File: src/rtl/ysyx_exu_gpr_core.sv
// Execute-stage core: reset retiming flop, 32-entry GPR file, operand select and ALU.
// Latency: reads and ALU outputs are combinational; register writes land on the next rising edge.
// Backpressure: none; every input is consumed each cycle and outputs are always valid.
//
// Ports:
//   clk, rstn          - clock and synchronous active-high reset request
//   rstn_sync          - rstn delayed one edge; clears the register file and other CPU units
//   wr_en_Rd, addr_Rd, data_Rd        - register write port
//   addr_Rs1/2, data_Rs1/2            - asynchronous read ports (x0 always reads 0)
//   pc, imm, exu_opt_code, exu_sel_code - operand sources and ALU controls
//   exu_res, zero                     - ALU result and result-is-zero flag
module ysyx_exu_gpr_core #(
  parameter int CPU_WIDTH     = 32,
  parameter int EXU_OPT_WIDTH = 4,
  parameter int EXU_SEL_WIDTH = 3
) (
  input  logic                     clk,
  input  logic                     rstn,
  output logic                     rstn_sync,
  input  logic                     wr_en_Rd,
  input  logic [4:0]               addr_Rd,
  input  logic [CPU_WIDTH-1:0]     data_Rd,
  input  logic [4:0]               addr_Rs1,
  input  logic [4:0]               addr_Rs2,
  output logic [CPU_WIDTH-1:0]     data_Rs1,
  output logic [CPU_WIDTH-1:0]     data_Rs2,
  input  logic [CPU_WIDTH-1:0]     pc,
  input  logic [CPU_WIDTH-1:0]     imm,
  input  logic [EXU_OPT_WIDTH-1:0] exu_opt_code,
  input  logic [EXU_SEL_WIDTH-1:0] exu_sel_code,
  output logic [CPU_WIDTH-1:0]     exu_res,
  output logic                     zero
);

  localparam int NUM_REGS = 32;

  // Operand-select encodings
  localparam logic [EXU_SEL_WIDTH-1:0] SEL_RS1_RS2 = EXU_SEL_WIDTH'(0);
  localparam logic [EXU_SEL_WIDTH-1:0] SEL_RS1_IMM = EXU_SEL_WIDTH'(1);
  localparam logic [EXU_SEL_WIDTH-1:0] SEL_PC_IMM  = EXU_SEL_WIDTH'(2);
  localparam logic [EXU_SEL_WIDTH-1:0] SEL_PC_4    = EXU_SEL_WIDTH'(3);
  localparam logic [EXU_SEL_WIDTH-1:0] SEL_0_IMM   = EXU_SEL_WIDTH'(4);

  // ALU opcode encodings
  localparam logic [EXU_OPT_WIDTH-1:0] OPT_ADD  = EXU_OPT_WIDTH'(0);
  localparam logic [EXU_OPT_WIDTH-1:0] OPT_SUB  = EXU_OPT_WIDTH'(1);
  localparam logic [EXU_OPT_WIDTH-1:0] OPT_SLL  = EXU_OPT_WIDTH'(2);
  localparam logic [EXU_OPT_WIDTH-1:0] OPT_SLT  = EXU_OPT_WIDTH'(3);
  localparam logic [EXU_OPT_WIDTH-1:0] OPT_SLTU = EXU_OPT_WIDTH'(4);
  localparam logic [EXU_OPT_WIDTH-1:0] OPT_XOR  = EXU_OPT_WIDTH'(5);
  localparam logic [EXU_OPT_WIDTH-1:0] OPT_SRL  = EXU_OPT_WIDTH'(6);
  localparam logic [EXU_OPT_WIDTH-1:0] OPT_SRA  = EXU_OPT_WIDTH'(7);
  localparam logic [EXU_OPT_WIDTH-1:0] OPT_OR   = EXU_OPT_WIDTH'(8);
  localparam logic [EXU_OPT_WIDTH-1:0] OPT_AND  = EXU_OPT_WIDTH'(9);

  localparam logic [CPU_WIDTH-1:0] LINK_OFFSET = CPU_WIDTH'(4);

  // ---------------------------------------------------------------------------
  // Reset retiming: a plain one-edge delay, no other logic on this path.
  // ---------------------------------------------------------------------------
  always_ff @(posedge clk) begin
    rstn_sync <= rstn;
  end

  // ---------------------------------------------------------------------------
  // Register file. The clear is driven by the retimed reset, so a write issued
  // in the first cycle of rstn still completes and is wiped one edge later.
  // Entry 0 is cleared but never written; reads of x0 are forced to 0 anyway.
  // ---------------------------------------------------------------------------
  logic [CPU_WIDTH-1:0] regs [NUM_REGS];

  always_ff @(posedge clk) begin
    if (rstn_sync) begin
      for (int i = 0; i < NUM_REGS; i++) begin
        regs[i] <= '0;
      end
    end else if (wr_en_Rd && (addr_Rd != 5'd0)) begin
      regs[addr_Rd] <= data_Rd;
    end
  end

  // No write-to-read bypass: a same-cycle read sees the pre-edge value.
  assign data_Rs1 = (addr_Rs1 == 5'd0) ? '0 : regs[addr_Rs1];
  assign data_Rs2 = (addr_Rs2 == 5'd0) ? '0 : regs[addr_Rs2];

  // ---------------------------------------------------------------------------
  // Operand select
  // ---------------------------------------------------------------------------
  logic [CPU_WIDTH-1:0] opd_a;
  logic [CPU_WIDTH-1:0] opd_b;

  always_comb begin
    opd_a = '0;
    opd_b = '0;
    case (exu_sel_code)
      SEL_RS1_RS2: begin opd_a = data_Rs1; opd_b = data_Rs2;    end
      SEL_RS1_IMM: begin opd_a = data_Rs1; opd_b = imm;         end
      SEL_PC_IMM:  begin opd_a = pc;       opd_b = imm;         end
      SEL_PC_4:    begin opd_a = pc;       opd_b = LINK_OFFSET; end
      SEL_0_IMM:   begin opd_a = '0;       opd_b = imm;         end
      default:     begin opd_a = '0;       opd_b = '0;          end
    endcase
  end

  // ---------------------------------------------------------------------------
  // ALU. Shift amount is always the low five bits of B (RV32I semantics).
  // ---------------------------------------------------------------------------
  logic [4:0]                  shamt;
  logic signed [CPU_WIDTH-1:0] opd_a_s;
  logic signed [CPU_WIDTH-1:0] opd_b_s;

  assign shamt   = opd_b[4:0];
  assign opd_a_s = opd_a;
  assign opd_b_s = opd_b;

  always_comb begin
    exu_res = '0;
    case (exu_opt_code)
      OPT_ADD:  exu_res = opd_a + opd_b;
      OPT_SUB:  exu_res = opd_a - opd_b;
      OPT_SLL:  exu_res = opd_a << shamt;
      OPT_SLT:  exu_res = CPU_WIDTH'(opd_a_s < opd_b_s);
      OPT_SLTU: exu_res = CPU_WIDTH'(opd_a < opd_b);
      OPT_XOR:  exu_res = opd_a ^ opd_b;
      OPT_SRL:  exu_res = opd_a >> shamt;
      OPT_SRA:  exu_res = opd_a_s >>> shamt;
      OPT_OR:   exu_res = opd_a | opd_b;
      OPT_AND:  exu_res = opd_a & opd_b;
      default:  exu_res = '0;
    endcase
  end

  // Branch decisions in the PCU key off this flag.
  assign zero = (exu_res == '0);

endmodule

File: config.mk
export PLATFORM = sky130hd
export DESIGN_NAME = ysyx_exu_gpr_core
export DESIGN_NICKNAME = d
export VERILOG_FILES = /design/src/rtl/ysyx_exu_gpr_core.sv
export SDC_FILE = /design/constraint.sdc
export NUM_CORES = 2
export LEC_CHECK = 0
export CELL_PAD_IN_SITES_DETAIL_PLACEMENT = 1
export CELL_PAD_IN_SITES_GLOBAL_PLACEMENT = 2
export CORE_ASPECT_RATIO = 1.75
export CORE_MARGIN = 2
export CORE_UTILIZATION = 38
export CTS_BUF_LIST = sky130_fd_sc_hd__clkbuf_4 sky130_fd_sc_hd__clkbuf_8 sky130_fd_sc_hd__clkbuf_16
export DETAILED_ROUTE_END_ITERATION = 8
export DONT_BUFFER_PORTS = 1
export PLACE_DENSITY_LB_ADDON = 0.05
export RECOVER_POWER = 100
export SLEW_MARGIN = 25
export SYNTH_ARGS = -nofsm -noshare
export SYNTH_HDL_FRONTEND = slang
export SYNTH_SLANG_ARGS = --single-unit
File: constraint.sdc
create_clock -name clk -period 14.1 [get_ports clk]
set_clock_uncertainty 0.15 [all_clocks]
set_input_delay 0 -clock clk [delete_from_list [all_inputs] [get_ports clk]]
set_output_delay 0 -clock clk [all_outputs]
set_load 0.03 [all_outputs]
; ---- After elaboration in Yosys (flattened, before gate mapping)
; Memory sizes are Yosys's and may differ from the RTL's.
; Cells that the tools add are included.
[classes]
addsub = 2
reduce_logical = 11
n_mux = 13
n_lt_le_gt_ge = 2
bitwise = 3
eq_ne = 13
shift = 3
[ops]
columns = operator, n
row1 = 32-bit case mux with 10 select lines, 1
row2 = 32-bit 2-to-1 mux, 3
row3 = 32-bit case mux with 3 select lines, 1
row4 = 32-bit less-than comparator, 2
row5 = 32-bit case mux with 2 select lines, 1
row6 = 32-bit adder, 1
row7 = 32-bit AND, 1
row8 = 32-bit logical NOT, 1
row9 = 32-bit bitwise OR, 1
row10 = 32-bit OR reduction, 1
row11 = 32-bit by 5-bit << shifter with 32-bit output, 1
row12 = 32-bit by 5-bit >> shifter with 32-bit output, 1
row13 = 32-bit by 5-bit >>> shifter with 32-bit output, 1
row14 = 32-bit subtractor, 1
row15 = 32-bit bitwise XOR, 1
row16 = "4-bit by 3-bit == test with 1-bit output, second input constant", 4
row17 = 5-bit logical NOT, 2
row18 = "4-bit by 2-bit == test with 1-bit output, second input constant", 2
row19 = "4-bit == test, second input constant", 2
row20 = "3-bit by 2-bit == test with 1-bit output, second input constant", 2
row21 = 1-bit 2-to-1 mux, 6
row22 = 5-bit 2-to-1 mux, 1
row23 = 5-bit nonzero test, 1
row24 = "4-bit by 1-bit == test with 1-bit output, second input constant", 1
row25 = other kinds (7), 8
[totals]
elab_cells = 49
in_bits = 121
ff_bits = 1
ramBits = 1024
mem_count = 1
output_inout_bits = 98
[memory_table]
columns = name, words, word_bits, read_ports, rd_clocked_by_memory_dff, wr, line_no
row1 = regs, 32, 32, 2, 0, 32, 70  ; logic [CPU_WIDTH-1:0] regs [NUM_REGS];

; ---- Depth between registers and ports, before layout
[depth]
depth_word = 7
mapped_depth = 32
ltp_nobuf = 23

; ---- Worst setup path before layout
; Ideal clock, no wire load.
[synth_path]
path_kind = input port to output port
startpoint = input addr_Rs2[0]
endpoint = output zero
path_stages = 30
t_arrival_ns = 8.501
path_slack_ns = 5.449
n_path_buf = 10
path_cell_list = buf_6 > buf_6 > buf_6 > buf_6 > buf_4 > clkbuf_1 > clkbuf_1 > clkbuf_1 > buf_1 > mux2i_1 > o221ai_1 > a221oi_1 > a211oi_1 > a22oi_1 > ha_1 > clkbuf_1 > o21ai_0 > a21oi_1 > o41ai_1 > or2_2 > a31oi_1 > a22oi_1 > a21o_1 > xnor2_1 > a2111oi_0 > o21ai_0 > or3_1 > or4_1 > or4b_1 > and4bb_1
[synth_via]
elab_chain_len = 6
word_cells_on_any_way = 16
cone_classes = add/sub: 2 / order compare: 2 / shift: 3 / mux: 3 / bitwise: 3 / reduce/logical: 2 / memory: 1
[synth_rtl]
columns = item, line_no
row1 = "start, declared", 24  ; input logic [4:0] addr_Rs2,
row2 = memory read 32 x 32 bit or 5-bit logical NOT (tied branches), -
row3 = 32-bit 2-to-1 mux *, 84  ; assign data_Rs2 = (addr_Rs2 == 5'd0) ? '0 : regs[addr_Rs2];
row4 = via data_Rs2[6], 26  ; output logic [CPU_WIDTH-1:0] data_Rs2,
row5 = 32-bit case mux with 3 select lines *, 95  ; case (exu_sel_code)
row6 = 32-bit subtractor or 32-bit adder (tied branches), "120, 119"
row7 = 32-bit case mux with 10 select lines *, 118  ; case (exu_opt_code)
row8 = via exu_res[24], 31  ; output logic [CPU_WIDTH-1:0] exu_res,
row9 = 32-bit logical NOT *, 134  ; assign zero = (exu_res == '0);
row10 = "end, declared", 32  ; output logic zero
; Mark *: on every way through the listed nets, which the timed path passes. The rest lies on a longest branch.

; ---- Worst setup path after layout
[layout_path]
startpoint = input addr_Rs1[1]
endpoint = output zero
[layout_via]
elab_chain_len = 6
word_cells_on_any_way = 16
cone_classes = add/sub: 2 / order compare: 2 / shift: 3 / mux: 3 / bitwise: 3 / reduce/logical: 2 / memory: 1
[layout_rtl]
columns = item, line_no
row1 = "start, declared", 23  ; input logic [4:0] addr_Rs1,
row2 = memory read 32 x 32 bit or 5-bit logical NOT (tied branches), -
row3 = 32-bit 2-to-1 mux *, 83  ; assign data_Rs1 = (addr_Rs1 == 5'd0) ? '0 : regs[addr_Rs1];
row4 = 32-bit case mux with 2 select lines *, 95
row5 = "32-bit subtractor, or another cell as far along", 120  ; OPT_SUB: exu_res = opd_a - opd_b;
row6 = 32-bit case mux with 10 select lines *, 118
row7 = 32-bit logical NOT *, 134
; Every way passes the cells marked *; elsewhere a longest branch is shown, timed or not.

==> results by group <==
Run status
  – Status: complete, but fails checks
  – Violations in the final reports: max-capacitance violations, max-slew violations

Floorplan
  – Die W: 315.8 um
  – Core Area: 169400 sq um
  – Starting Density: 38.17%
  – Ports: 219
  – Area of the die: 173600 sq um
  – Number of standard-cell rows in the floorplan: 200
  – Y dimension of the die: 549.7 um

Synthesis
  – Count of different cell masters after synthesis: 100
  – Area of the mapped netlist: 64670 sq um
  – Fraction of the yosys area taken by sequential cells: 47.58%
  – Largest cells by area after synthesis: sky130_fd_sc_hd__edfxtp_1 48%, sky130_fd_sc_hd__mux4_2 10%, sky130_fd_sc_hd__and2_1 9.8%
  – Post-Syn Area per Cell: 12.00 sq um
  – Register bit total from synthesis: 1025
  – Largest area contributor in the netlist: sky130_fd_sc_hd__edfxtp_1
  – Warning count from the yosys run: 0
  – Number of enable flip-flop cells after synthesis: 1024
  – Post-synth top area share: 47.55%
  – Number of cells produced by synthesis: 5391
  – Flip-flop cell with the highest count after synthesis: sky130_fd_sc_hd__edfxtp_1
  – Post-synthesis async set-or-reset flop share: 0%

Setup path
  – Stage delay of the slowest cell on the critical path: 1.62 ns
  – Most used cell along the critical path: sky130_fd_sc_hd__buf_16
  – Count of buffer and inverter cells on the critical path: 9
  – WP data arrival: 12.68 ns
  – Largest fanout on the critical path: 132
  – Endpoint of the lowest-slack register-to-register path: regs[20][20]$_SDFFCE_PN0P_
  – Worst r2r path cells: 7
  – Startpoint class of the critical path: primary input
  – Sort of element at the end of the critical path: output pin
  – Crit-path slowest cell: sky130_fd_sc_hd__nor4b_1
  – R2R setup slack: 5.20 ns
  – Req. time, crit path: 13.95 ns
  – Critical path class: in -> out
  – Beginning of the worst register-to-register path: rstn_sync$_DFF_P_
  – Top delay family on crit path: buffers and inverters

Timing
  – Setup tns final: 0 ns
  – Total of endpoints with negative setup slack in the final report: 0
  – Final hold violation count: 0
  – Worst relative slew slack: -178.0%
  – Setup repair after global routing missed its margin: no
  – Min cycle time layout: 12.83 ns
  – Maximum operating frequency: 77.97 MHz
  – Period Utilization, post-route: 90.96%
  – Count of final max-slew check failures: 2083
  – Transition time at the pin with the least slew margin: 4.170 ns

GRT
  – Overall Global Routing Usage: 36.96%
  – Met1 Use GR: 40.38%
  – Number of global-route vias before repair: 50460
  – Busiest layer in global routing: met2
  – Wire length of the first global-routing pass: 436900 um
  – Pin count of the biggest net entering global routing: 436
  – Initial antenna violation count: 31
  – Met2 GRT Util: 63.38%
  – Met3 usage: 7.855%
  – Total overflow reported by the global router: 0

Route
  – Remaining routing DRC violations: 0
  – Via count: 49210
  – Drt wl/cell: 42.31 um
  – Number of DRC markers in iteration 0: 4323
  – Routed Wire Length: 323100 um
  – ANT nets after route: 0
  – Total iterations of the first detailed-routing run: 8
  – Routed vias/inst: 6.444

Job
  – Max-cap violations: 83

Finish
  – Total non-filler cell area in the finished layout: 71440 sq um
  – Most used cells in the layout excluding fill and tap cells: 1024 x sky130_fd_sc_hd__edfxtp_1, 564 x sky130_fd_sc_hd__and2_0, 548 x sky130_fd_sc_hd__mux2i_1
  – Cell Count, Final, Fillers Out: 7637
  – Share of final-layout standard cells stronger than drive strength 1: 15.23%
  – Area added between synthesis and finish: 10.47%
  – Commonest non-fill, non-tap cell in the layout: sky130_fd_sc_hd__edfxtp_1
  – # nets final: 5527

Clock tree
  – Number of buffers inserted during clock tree synthesis: 94
  – Clock root cell: sky130_fd_sc_hd__clkbuf_16
  – Clock tree from TritonCTS: done
  – PostCTS Resize Cnt: 0
  – Sinks on Clock Net: 1025
  – Clock Latency Late Sink: 0.68 ns
  – Maximum number of buffers from clock root to sink: 3
  – Number of H-tree levels: 3

Placement
  – Final Wtd Congestion: 1.007
  – Area after DPL: 67570 sq um
  – Dpl hpwl: 217100 um
  – Number of cells after detailed placement: 7342
  – Port buffer count: 0

Hold path
  – Hold path startpoint: exu_opt_code[3]
  – Cell depth of the worst min-delay path: 1
  – Hold Crit Class: in -> out
  – Hold path endpoint: exu_res[0]

Power and ir drop
  – Pleak: 27.35 nW
  – Pwr Density: 106.9 nW/um^2
  – Largest voltage drop on the vdd net: 0.0001069 V
[Yosys cell counts, drive strengths merged, types with 39 or more instances]
cell type,n
a221oi,62
nor2,192
a211oi,87
inv,107
ha,98
nand3,39
mux2,64
nand2,155
nor3,77
mux4,292
buf,175
a22oi,258
clkbuf,347
mux2i,554
a21oi,228
o221ai,51
o22ai,51
o21ai,85
and2,1010
edfxtp,1024
[flip-flops by register name (all words and copies together) (netlist names)]
register   cells
regs        1024
rstn_sync      1
[metrics by stage]
stage          total power, mW  setup WS [ns]  util [%]  hold WS, ns
6_report                 7.634          1.275     42.17       0.1560
5_1_grt                  7.795          1.202     42.14       0.1500
4_1_cts                  7.550          4.361     42.15      0.05135
3_5_place_dp             4.735          4.992     39.89      -0.1222
3_3_place_gp             4.734          5.094     39.85      -0.1223
2_1_floorplan            4.230          5.449         -      -0.1223
[cells by family (layout without fill, tap and decap cells)]
kind of cell,count (synthesis),in the layout,synth area share [%]
flops,1025,1025,47.58
other cells,1,63,0.005799
buf+inv,630,592,4.075
compound gates,1076,1076,11.89
fa+ha+maj,101,101,1.973
simple gates,1638,1638,14.48
xor+xnor,10,10,0.1354
mux,910,910,19.86
[where the power goes]
| group | switching [mW] | internal, mW | leakage [nW] | total [mW] |
|---|---|---|---|---|
| Combinational | 1.10 | 0.378 | 13.6 | 1.48 |
| Clock | 1.22 | 1.56 | 1.60 | 2.78 |
| Sequential | 0.00890 | 3.37 | 12.1 | 3.38 |
| Total | 2.33 | 5.31 | 27.4 | 7.63 |
[layer usage]
metal / vias to the layer above / wire length (um)
met3: 822 / 19430
met1: 25970 / 113800
met4: 8 / 27660
met2: 2052 / 162200
li1: 20360 / -
met5: - / 57
[timing repair]
action                    4_1_cts  5_1_grt
hold endpoints to repair      993      589
hold buffers                   50       19
buffers inserted                0        0
[cell type report]
cell class,count,area (sq um)
fill,17560,97970
multi-input combinational,3767,31860
sequential,1025,30770
tap,2222,2780
clock buffer,111,2532
timing repair buffer,310,2302
clock inverter,63,714.4
inverter,108,405.4
antenna,31,77.57
[worst max-delay path by stage]
stage / from / to / cells after the start
final: addr_Rs1[1] / zero / 27
after global routing: addr_Rs1[1] / zero / 27
after CTS: regs[11][0]$_SDFFCE_PN0P_ / zero / 22
after detailed placement: addr_Rs1[0] / zero / 23
after global placement: addr_Rs1[0] / zero / 23
after floorplan: addr_Rs2[0] / zero / 30
Power figures use the tool's default switching activity.
